--- src/rtl/rv523_arb_pkg.sv ---
// Shared types and constants for the RV523 three-requester bus arbiter.
package rv523_arb_pkg;

    localparam int unsigned NUM_REQ = 3;
    localparam int unsigned IDX_W   = 2;

    // Requester indices on the req/lock/gnt vectors
    localparam logic [IDX_W-1:0] REQ_FETCH = 2'd0;
    localparam logic [IDX_W-1:0] REQ_LSU   = 2'd1;
    localparam logic [IDX_W-1:0] REQ_DBG   = 2'd2;

    typedef enum logic [1:0] {
        IDLE  = 2'd0,
        GRANT = 2'd1,
        DEAD  = 2'd2
    } arb_state_t;

    // Index to one-hot grant vector; an out-of-range index yields no grant
    function automatic logic [NUM_REQ-1:0] idx_to_onehot(input logic [IDX_W-1:0] idx);
        logic [NUM_REQ-1:0] oh;
        oh = '0;
        case (idx)
            REQ_FETCH: oh = 3'b001;
            REQ_LSU:   oh = 3'b010;
            REQ_DBG:   oh = 3'b100;
            default:   oh = 3'b000;
        endcase
        return oh;
    endfunction

endpackage

--- src/rtl/rr_pick3.sv ---
// Round-robin selector: first active request after 'last', with 'last' itself lowest.
module rr_pick3
    import rv523_arb_pkg::*;
(
    input  logic [NUM_REQ-1:0] req,
    input  logic [IDX_W-1:0]   last,
    output logic               valid,
    output logic [IDX_W-1:0]   idx
);

    logic [IDX_W-1:0] w_c0;
    logic [IDX_W-1:0] w_c1;
    logic [IDX_W-1:0] w_c2;

    // Candidate order last+1, last+2, last (mod 3); unexpected 'last' behaves like DBG
    always_comb begin
        w_c0 = REQ_FETCH;
        w_c1 = REQ_LSU;
        w_c2 = REQ_DBG;
        case (last)
            REQ_FETCH: begin
                w_c0 = REQ_LSU;
                w_c1 = REQ_DBG;
                w_c2 = REQ_FETCH;
            end
            REQ_LSU: begin
                w_c0 = REQ_DBG;
                w_c1 = REQ_FETCH;
                w_c2 = REQ_LSU;
            end
            default: begin
                w_c0 = REQ_FETCH;
                w_c1 = REQ_LSU;
                w_c2 = REQ_DBG;
            end
        endcase
    end

    // Take the first candidate whose request is set
    always_comb begin
        valid = |req;
        idx   = w_c2;
        if (|(req & idx_to_onehot(w_c0))) begin
            idx = w_c0;
        end else if (|(req & idx_to_onehot(w_c1))) begin
            idx = w_c1;
        end
    end

endmodule

--- src/rtl/bus_arbiter3.sv ---
// RV523 shared-bus arbiter: round-robin grant, optional lock, dead cycle between owners,
// and a watchdog that revokes grants whose transfer never completes.
module bus_arbiter3
    import rv523_arb_pkg::*;
#(
    parameter int unsigned TIMEOUT = 15
) (
    input  logic               clk,
    input  logic               rst_n,
    input  logic [NUM_REQ-1:0] req,
    input  logic [NUM_REQ-1:0] lock,
    input  logic               bus_done,
    output logic [NUM_REQ-1:0] gnt,
    output logic [IDX_W-1:0]   owner,
    output logic               busy,
    output logic               to_err,
    output logic [IDX_W-1:0]   to_src
);

    localparam int unsigned CNT_W   = (TIMEOUT > 0) ? $clog2(TIMEOUT + 1) : 1;
    localparam int unsigned TO_LAST = (TIMEOUT > 0) ? (TIMEOUT - 1) : 0;
    localparam bit          WD_EN   = (TIMEOUT > 0);

    arb_state_t         r_state;
    logic [NUM_REQ-1:0] r_gnt;
    logic [IDX_W-1:0]   r_owner;
    logic               r_busy;
    logic               r_to_err;
    logic [IDX_W-1:0]   r_to_src;
    logic [CNT_W-1:0]   r_count;

    logic               w_pick_valid;
    logic [IDX_W-1:0]   w_pick_idx;
    logic               w_own_req;
    logic               w_own_lock;
    logic               w_to_hit;

    // Shared picker; r_owner as 'last' makes the released owner lowest priority
    rr_pick3 u_pick (
        .req   (req),
        .last  (r_owner),
        .valid (w_pick_valid),
        .idx   (w_pick_idx)
    );

    // In GRANT the grant vector is one-hot on the owner, so it masks the owner's bits
    assign w_own_req  = |(req  & r_gnt);
    assign w_own_lock = |(lock & r_gnt);
    assign w_to_hit   = WD_EN && (r_count == CNT_W'(TO_LAST));

    // Arbiter FSM with registered grant, owner, watchdog and error outputs
    always_ff @(posedge clk or negedge rst_n) begin
        if (!rst_n) begin
            r_state  <= IDLE;
            r_gnt    <= '0;
            r_owner  <= REQ_DBG;
            r_busy   <= 1'b0;
            r_to_err <= 1'b0;
            r_to_src <= REQ_FETCH;
            r_count  <= '0;
        end else begin
            r_to_err <= 1'b0;
            case (r_state)
                IDLE: begin
                    if (w_pick_valid) begin
                        r_state <= GRANT;
                        r_gnt   <= idx_to_onehot(w_pick_idx);
                        r_owner <= w_pick_idx;
                        r_busy  <= 1'b1;
                        r_count <= '0;
                    end
                end
                GRANT: begin
                    if (!w_own_req) begin
                        // owner abandoned its request
                        r_state <= DEAD;
                        r_gnt   <= '0;
                        r_busy  <= 1'b0;
                        r_count <= '0;
                    end else if (bus_done && w_own_lock) begin
                        // locked follow-on transfer: keep the bus, restart the watchdog
                        r_count <= '0;
                    end else if (bus_done) begin
                        r_state <= DEAD;
                        r_gnt   <= '0;
                        r_busy  <= 1'b0;
                        r_count <= '0;
                    end else if (w_to_hit) begin
                        r_state  <= DEAD;
                        r_gnt    <= '0;
                        r_busy   <= 1'b0;
                        r_count  <= '0;
                        r_to_err <= 1'b1;
                        r_to_src <= r_owner;
                    end else if (WD_EN) begin
                        r_count <= r_count + CNT_W'(1);
                    end
                end
                DEAD: begin
                    if (w_pick_valid) begin
                        r_state <= GRANT;
                        r_gnt   <= idx_to_onehot(w_pick_idx);
                        r_owner <= w_pick_idx;
                        r_busy  <= 1'b1;
                        r_count <= '0;
                    end else begin
                        r_state <= IDLE;
                    end
                end
                default: begin
                    r_state <= IDLE;
                    r_gnt   <= '0;
                    r_busy  <= 1'b0;
                    r_count <= '0;
                end
            endcase
        end
    end

    assign gnt    = r_gnt;
    assign owner  = r_owner;
    assign busy   = r_busy;
    assign to_err = r_to_err;
    assign to_src = r_to_src;

endmodule

--- config.mk ---
export PLATFORM = sky130hd
export DESIGN_NAME = bus_arbiter3
export DESIGN_NICKNAME = d
export VERILOG_FILES = /design/src/rtl/rv523_arb_pkg.sv /design/src/rtl/rr_pick3.sv /design/src/rtl/bus_arbiter3.sv
export SDC_FILE = /design/constraint.sdc
export NUM_CORES = 1
export LEC_CHECK = 0
export BUFFER_PORTS_ARGS = -buffer_cell sky130_fd_sc_hd__buf_2
export CORE_MARGIN = 5
export CORE_UTILIZATION = 30
export CTS_CLUSTER_SIZE = 12
export DETAILED_ROUTE_END_ITERATION = 8
export PLACE_DENSITY_LB_ADDON = 0.15
export SLEW_MARGIN = 20
export SYNTH_ARGS = -nofsm -noshare
export SYNTH_HDL_FRONTEND = slang
export SYNTH_SLANG_ARGS = --single-unit
export TNS_END_PERCENT = 30
--- constraint.sdc ---
create_clock -name clk -period 2.31 [get_ports clk]
set_input_delay 0.231 -clock clk [delete_from_list [all_inputs] [get_ports clk]]
set_output_delay 0.231 -clock clk [all_outputs]
set_load 0.01 [all_outputs]
== Yosys cells after proc, flatten, opt, wreduce, memory -nomap -nowiden ==
Index checks and enable logic that the tools add are counted.
Cells by class
  $add $sub $neg: 1
  equality and inequality tests: 14
  mux-type cells: 39
  bitwise logic cells: 6
  reduce and logical (&&, ||, !) cells: 16
Operator list (count)
  $pmux W3 S3: 3
  $mux W4: 5
  $mux W3: 6
  $reduce_or A3 Y1: 5
  $mux W2: 7
  $and A3 B3 Y3: 4
  $pmux W2 S2: 3
  $mux W1: 11
  $eq A2 B1 Y1 const B: 5
  $logic_not A2 Y1: 5
  $eq A2 B2 Y1 const B: 4
  $pmux W4 S2: 1
  $pmux W2 S3: 1
  $pmux W3 S2: 1
  $reduce_and A3 Y1: 2
  $reduce_and A5 Y1: 1
  $add A4 B1 Y4 const B: 1
  $eq A4 B4 Y1 const B: 1
  $ne A2 B1 Y1 const B: 2
  $ne A4 B4 Y1 const B: 1
  $ne A3 B3 Y1 const B: 1
  $not A1 Y1: 2
  $pmux W1 S2: 1
  $reduce_and A2 Y1: 1
  other kinds (2): 2
Word-level totals
  register bits: 15
  input port bits: 9
  output and inout port bits: 9
  logic and storage cells: 83

== Longest topological paths before layout ==
Gate-level depths: netlist of run 1.
  depth after elaboration: 15
  mapped depth: 6
  gate-level depth less buffers: 6

== Hierarchy ==
Synthesis of run 1 repeated with hierarchy kept, for this count alone.
Second synthesis, totals
  cell total of the unflattened synthesis: 76
  area total of the unflattened synthesis: 793.3 um^2
By module, submodules not included
  bus_arbiter3: instances 1, cells each 66, area each 739.5 um^2, seq. area each 376.6 um^2
  rr_pick3: instances 1, cells each 10, area each 53.8 um^2, seq. area each 0.0 um^2

== Worst setup path after synthesis of run 1 ==
No wires, ideal clock.
  path kind: reg-to-reg
  start point: register r_count[0]
  end point: register r_count[2]
  setup time: 64 ps
  data arrival time: 1578 ps
  setup slack: 669 ps
  cell stages (with the launch flop): 7
  path buffers: 0
  cell sequence: dfrtp_1 -> inv_1 -> ha_1 -> and3_1 -> or4_4 -> nor3b_1 -> a21o_1
On the way
  cells in the longest elaborated chain, start to end: 6
  elaborated cells on any way between the ends: 7
Ends and longest elaborated chain
  from (decl): line bus_arbiter3.sv:30  | logic [CNT_W-1:0] r_count;
  from (signal assigned): line bus_arbiter3.sv:96  | r_count <= r_count + CNT_W'(1);
  $add A4 B1 Y4 or $eq A4 B4 Y1 (tied branches): line bus_arbiter3.sv:96, bus_arbiter3.sv:49
  $mux W4 *: line bus_arbiter3.sv:88  | end else if (w_to_hit) begin
  $mux W4 *: line bus_arbiter3.sv:83  | end else if (bus_done) begin
  $mux W4 *: line bus_arbiter3.sv:80  | end else if (bus_done && w_own_lock) begin
  $mux W4 *: line bus_arbiter3.sv:74  | if (!w_own_req) begin
  $pmux W4 S2 *: line bus_arbiter3.sv:63  | case (r_state)
Mark *: on every way between the ends. The rest lies on a longest branch, timed or not.
A chain may end at the register's enable or synchronous reset.

== Final worst setup path of run 1 ==
Same ends and word-level chain as after synthesis.

==> impl_metrics.tcl, run 1 <==
set metrics [dict create \
    synth_edf_count 0 \
    syn_to_final_growth_pct 17.7 \
    layout_min_cycle_time_ps 1740 \
    hpwl_um 1240 \
    crit_required_ps 2540 \
    ctsResizeCount 0 \
    max_freq_ghz 0.575 \
    core_area_sq_mm 0.00248 \
    syn-mean-instance-area_sq_um 10.0 \
    clk_latency_ps 280 \
    finClkSkew_ps 0.833 \
    fin_ws_ps 572 \
    min_path_type "in -> reg" \
    critical_path_class "reg -> reg" \
    cts.sinks 15 \
    root_buffer "clkbuf_4" \
    cts_tree "built" \
    tightest_slew_ps 797 \
    ys_seq_area_frac 0.481 \
    worstSetupStartpointType "flip-flop" \
    fp.dieH_um 61.1 \
    post_drt_wl_per_cell_um 12.9 \
    die-area_sq_mm 0.00373 \
    synthArstFlopShare 1.00 \
    max_cap_violations 0 \
    critPathCaptureType "flip-flop" \
    cp_max_fo 6 \
    die_w_um 61.1 \
    firstDrtPassIters 4 \
    clockBufferDepth 2 \
    syn_nets 89 \
    reg2reg_depth 6 \
    grt_max_degree 16 \
    leakage_nw 0.441 \
    combPwrFrac 0.307 \
    antenna_left 0 \
    worstReg2RegStart "r_count[0]$_DFFE_PN0N_" \
    via_per_inst 4.96 \
    drt_iter0_drc 12 \
    r2r-end "r_count[2]$_DFFE_PN0N_" \
    place.gp.congestion 0.709 \
    arrival_ps 1970 \
    clk_pin_slew_worst_paths_ps 90 \
    r2r_slack_ps 570 \
    seqCellArea_sq_um 377 \
    start_util 0.316 \
    vias 625 \
    clkPwrFrac 0.186 \
    dp.cells 121 \
    peakVddDrop_mv 0.410 \
    antenna_found_initial 0 \
    place_area_sq_um 886 \
    io_pins 18 \
    cts_max_level 1 \
    fin_crit_sh 0.752 \
    n_fill_cell 269 \
    min-delay-start "bus_done" \
    p_per_area_mw_per_mm2 874 \
    setup_tns_ps 0 \
    layout_common_cells "buf_2 (17), dfrtp_1 (14), o21ai_0 (6)" \
    cts_setup_buffers 0 \
    final-max-slew-violation-count 0 \
    min_to "to_err$_DFF_PN0_" \
    final_core_util 0.372 \
    relSlewSlack 0.464 \
    power_frac_seq 0.506 \
    multi_input_area_sq_um 372 \
    rsz0062_at_grt "false" \
    synth-seq-cells 15 \
    grt_pass1_vias 583 \
    synth_area_sq_um 783 \
    track_usage 0.0990 \
    pre_cts_ws_ps 591 \
    drive_above_1_share 0.271 \
    layout_commonest_cell "buf_2" \
    layout.cells.non_filler 126 \
    hold_viol_final 0 \
    grt_first_pass_wirelength_um 2660 \
    outcome "finished clean" \
    n_antenna_cell 0 \
    overflow 0 \
    setup_violations 0 \
    ys_types 35 \
    cts_buffers 3 \
    wirelength_um 1630 \
    yosys_warnings 0 \
    power_switching_mw 0.289 \
    port_buffers 17 \
    switching_share 0.358 \
    hold_depth 2 \
    intPower_mw 0.517 \
    cts_hold_buf 1 \
    fin_area_sq_um 922 \
    drcViolationCount 0 \
    synth-main-ff-cell "dfrtp_1" \
    rows 18 \
    layout.nets 108 \
    netlist_instances 78 \
]
-- cells by family after synthesis --
family | Yosys count | share of synthesized area
buffers and inverters | 8 | 0.0447
flip-flops | 15 | 0.481
AO/OA/AOI/OAI | 24 | 0.206
adder cells (fa/ha/maj) | 2 | 0.0319
AND/OR/NAND/NOR | 26 | 0.195
multiplexers | 3 | 0.0415
-- worst max path at each step --
stage,start,end,slack [ps],depth (start not counted)
after floorplan,r_count[0]$_DFFE_PN0N_,r_count[2]$_DFFE_PN0N_,670,6
after detailed placement,r_count[0]$_DFFE_PN0N_,r_count[3]$_DFFE_PN0N_,590,6
after global routing,r_count[0]$_DFFE_PN0N_,r_count[2]$_DFFE_PN0N_,450,6
after CTS,r_count[0]$_DFFE_PN0N_,r_count[2]$_DFFE_PN0N_,570,6
after global placement,r_count[0]$_DFFE_PN0N_,r_count[3]$_DFFE_PN0N_,630,6
final,r_count[0]$_DFFE_PN0N_,r_count[2]$_DFFE_PN0N_,570,6
-- worst max-delay path: stages, from the launching register on --
cell and delay, ps:
dfrtp_1 400, inv_1 60, ha_1 200, and3_1 180
or4_4 540, nor3b_1 200, a21o_1 100
-- cell type report --
class	instances	share of cell area
Timing Repair Buffer	18	0.103
Inverter	4	0.0163
Multi-Input combinational cell	55	0.403
Tap cell	30	0.0407
Clock buffer	4	0.0285
Sequential cell	15	0.408
-- routing by layer --
layer / track usage / vias to the layer above / wire length, um
li1: - / 319 / -
met1: 0.129 / 283 / 820
met2: 0.147 / 19 / 660
met3: 0.0419 / 4 / 121
met4: 0.0372 / 0 / 24
met5: 0 / - / 0
-- power by group through the flow --
stage	Clock, mW	Combinational (mW)	Sequential (mW)
after floorplan	0	0.185	0.389
after global placement	0	0.248	0.411
after detailed placement	0	0.250	0.412
after CTS	0.156	0.253	0.406
after global routing	0.172	0.280	0.426
final	0.150	0.248	0.408
-- per-stage QoR --
stage	hold WS, ps	power [mW]
6_report	170	0.806
5_1_grt	155	0.877
4_1_cts	168	0.816
3_5_place_dp	162	0.662
3_3_place_gp	165	0.658
2_1_floorplan	-64.6	0.574
-- Yosys cell counts (all sizes together), types with 3 or more instances --
cell type  instances  area [sq um]
nor2               3          11.3
a21oi              3          15.0
nand2              5          18.8
nor2b              5          31.3
inv                4          15.0
o21ai              7          35.0
clkbuf             3          12.5
dfrtp             14           350
-- flip-flops by register name, summed over array words and instances, names as in the netlist --
signal / flops
r_count: 4
gnt: 3
owner: 2
r_state: 2
to_src: 2
busy: 1
to_err: 1
No activity file was read; power rests on OpenSTA's default activity.
==> run 2, diff against run 1 <==
--- a/config.mk
+++ b/config.mk
@@ -5,6 +5,7 @@
 export SDC_FILE = /design/constraint.sdc
 export NUM_CORES = 1
 export LEC_CHECK = 0
+export ABC_AREA = 1
 export BUFFER_PORTS_ARGS = -buffer_cell sky130_fd_sc_hd__buf_2
 export CORE_MARGIN = 5
 export CORE_UTILIZATION = 30
==> constraint.sdc (replaced) <==
create_clock -name clk -period 1.6 [get_ports clk]
set_input_delay 0.16 -clock clk [delete_from_list [all_inputs] [get_ports clk]]
set_output_delay 0.16 -clock clk [all_outputs]
set_load 0.01 [all_outputs]
==> run 2 against run 1 <==
  * Sequential share of layout area fell by 2.2 points
  * Largest power group is now combinational cells
  * Wire length grew 4.5%
  * Total power rose by 70%
  * Critical endpoint is now gnt[0]$_DFFE_PN0P_
==> impl_metrics.tcl, run 2 <==
set metrics [dict create \
    outcome "finished clean" \
    critical_path_class "reg -> reg" \
    hpwl_um 1350 \
    r2r_slack_ps 260 \
    p_per_area_mw_per_mm2 1410 \
    io_pins 18 \
    start_util 0.320 \
    worstSetupStartpointType "flip-flop" \
    fin_ws_ps 257 \
    ctsResizeCount 0 \
    grt_util_met1 0.143 \
    met3_usage 0.0269 \
    min-delay-start "bus_done" \
    layout.nets 134 \
    cp_max_fo 6 \
    cts.sinks 15 \
    overflow 0 \
    synth.area.top_cells "dfrtp_1 (43%), nand2_1 (14%), inv_1 (8.3%)" \
    finClkSkew_ps 13.1 \
    post_drt_wl_per_cell_um 11.2 \
    slowest_stage "dfrtp_1" \
    cts_hold_buf 1 \
    syn-mean-instance-area_sq_um 8.13 \
    die-area_sq_mm 0.00385 \
    grt_first_pass_wirelength_um 3060 \
    place.gp.congestion 0.811 \
    cts_max_level 1 \
    max_cap_violations 0 \
    wirelength_um 1700 \
    combPwrFrac 0.420 \
    via_per_inst 4.55 \
    ys_types 21 \
    netlist_instances 100 \
    final-max-slew-violation-count 0 \
    leakage_nw 0.551 \
    n_antenna_cell 0 \
    rows 18 \
    max_freq_ghz 0.745 \
    die_w_um 62.1 \
    setup_tns_ps 0 \
    crit_required_ps 1780 \
    intPower_mw 0.789 \
    critPathBufInv 1 \
    fp.dieH_um 62.1 \
    antenna_found_initial 0 \
    power_frac_seq 0.417 \
    layout_min_cycle_time_ps 1340 \
    grt_max_degree 16 \
    port_buffers 17 \
    n_fill_cell 273 \
    top_register "r_count" \
    root_buffer "clkbuf_4" \
    ys_seq_area_frac 0.463 \
    hold_viol_final 0 \
    clockBufferDepth 2 \
    hold_depth 4 \
    synthArstFlopShare 1.00 \
    min_to "to_err$_DFF_PN0_" \
    cts_buffers 3 \
    critPathCaptureType "flip-flop" \
    drt_iter0_drc 19 \
    syn_nets 111 \
    r2r-end "gnt[0]$_DFFE_PN0P_" \
    seqCellArea_sq_um 377 \
    synth.most_common_cell "nand2_1" \
    pre_cts_ws_ps 268 \
    clk_latency_ps 290 \
    worstReg2RegStart "r_count[0]$_DFFE_PN0N_" \
    rsz0062_at_grt "false" \
    relSlewSlack 0.762 \
    synth_top_area_share 0.431 \
    synth-seq-cells 15 \
    max_stage_delay_ps 420 \
    min_path_type "in -> reg" \
    syn_to_final_growth_pct 19.7 \
    multi_input_area_sq_um 369 \
    finalPower_mw 1.37 \
    power_switching_mw 0.581 \
    clk_pin_slew_worst_paths_ps 100 \
    reg2reg_depth 7 \
    synth_area_sq_um 813 \
    drive_above_1_share 0.238 \
    cts_tree "built" \
    setup_violations 0 \
    layout_commonest_cell "nand2_1" \
    layout_common_cells "nand2_1 (31), inv_1 (18), buf_2 (17)" \
    grt_pass1_vias 685 \
    arrival_ps 1520 \
    peakVddDrop_mv 0.691 \
    cts_setup_buffers 0 \
    synth_top_area_cell "dfrtp_1" \
    synth_edf_count 0 \
    synth-main-ff-cell "dfrtp_1" \
    firstDrtPassIters 4 \
    antenna_left 0 \
    switching_share 0.424 \
    tightest_slew_ps 356 \
    path_delay_family "simple AND/OR/NAND/NOR gates" \
    synthTopCellsByCount "nand2_1 (31), inv_1 (18), dfrtp_1 (14)" \
    cp_cell_sequence "inv_1, ha_1, nand3_1, nand4_4, nand3_2, nand2_1, nand2_1" \
    track_usage 0.106 \
    clkPwrFrac 0.163 \
    fin_crit_sh 0.839 \
    vias 692 \
    yosys_warnings 0 \
    core_area_sq_mm 0.00254 \
    grt_use_met2 0.169 \
    largest_reg_flops 4 \
    grt_busiest_layer "met2" \
    drcViolationCount 0 \
    crit_top_cell "nand2_1" \
]
-- run 2: changes by cell type after synthesis, sizes merged, moves of 3 or more --
cell    delta
clkbuf     -3
nor2       +3
a21oi      -3
nand3     +11
nand2     +26
nor2b      -5
inv       +14
-- run 2: metrics by stage --
stage	hold slack, ps	util	cell area (sq um)	cells
4_1_cts	245	0.382	973	152
5_1_grt	275	0.382	973	152
3_5_place_dp	92.5	0.368	936	147
3_3_place_gp	90.1	0.368	936	147
6_report	255	0.382	973	152
2_1_floorplan	-136	-	813	100
-- run 2: power by group through the flow --
stage	Combinational (mW)	Clock, mW	Sequential (mW)
6_report	0.575	0.223	0.572
5_1_grt	0.672	0.251	0.589
4_1_cts	0.586	0.234	0.574
3_5_place_dp	0.582	0	0.579
3_3_place_gp	0.578	0	0.575
2_1_floorplan	0.378	0	0.599
-- run 2: worst max path at each step --
stage               cells after the start                    from  slack, ps                endpoint
floorplan                               7  r_count[0]$_DFFE_PN0N_        380  r_state[1]$_DFFE_PN0P_
global placement                        7  r_count[0]$_DFFE_PN0N_        270      gnt[1]$_DFFE_PN0P_
detailed placement                      7  r_count[0]$_DFFE_PN0N_        270  r_state[1]$_DFFE_PN0P_
CTS                                     7  r_count[0]$_DFFE_PN0N_        250  r_state[1]$_DFFE_PN0P_
global route                            8    owner[1]$_DFFE_PN1P_        120    owner[1]$_DFFE_PN1P_
finish                                  7  r_count[0]$_DFFE_PN0N_        260      gnt[0]$_DFFE_PN0P_
-- run 2: tightest hold or removal path, delay by kind of cell --
family	cells	cell delay, ps
AND/OR/NAND/NOR	1	120
buffers and inverters	3	220
-- run 2: area by class of cell --
class	count	area share
clock buffer	3	0.0231
sequential	15	0.387
inverter	18	0.0694
multi-input combinational	67	0.379
timing repair buffer	18	0.0977
clock inverter	1	0.00514
tap	30	0.0386
-- run 2: cells by family (layout without fill, tap and decap cells) --
logic type / count (synthesis) / count (layout) / share of synthesized area
simple gates: 55 / 55 / 0.343
buf+inv: 18 / 40 / 0.0831
flops: 15 / 15 / 0.463
compound gates: 7 / 7 / 0.0461
fa+ha+maj: 2 / 2 / 0.0308
xor+xnor: 2 / 2 / 0.0215
mux: 1 / 1 / 0.0123
-- run 2: per-layer routing --
metal | vias up | wire, um | part of all wire
met4 | 0 | 14 | 0.0082
met5 | - | 0 | 0
li1 | 359 | - | -
met3 | 2 | 94 | 0.055
met2 | 16 | 766 | 0.45
met1 | 315 | 824 | 0.48
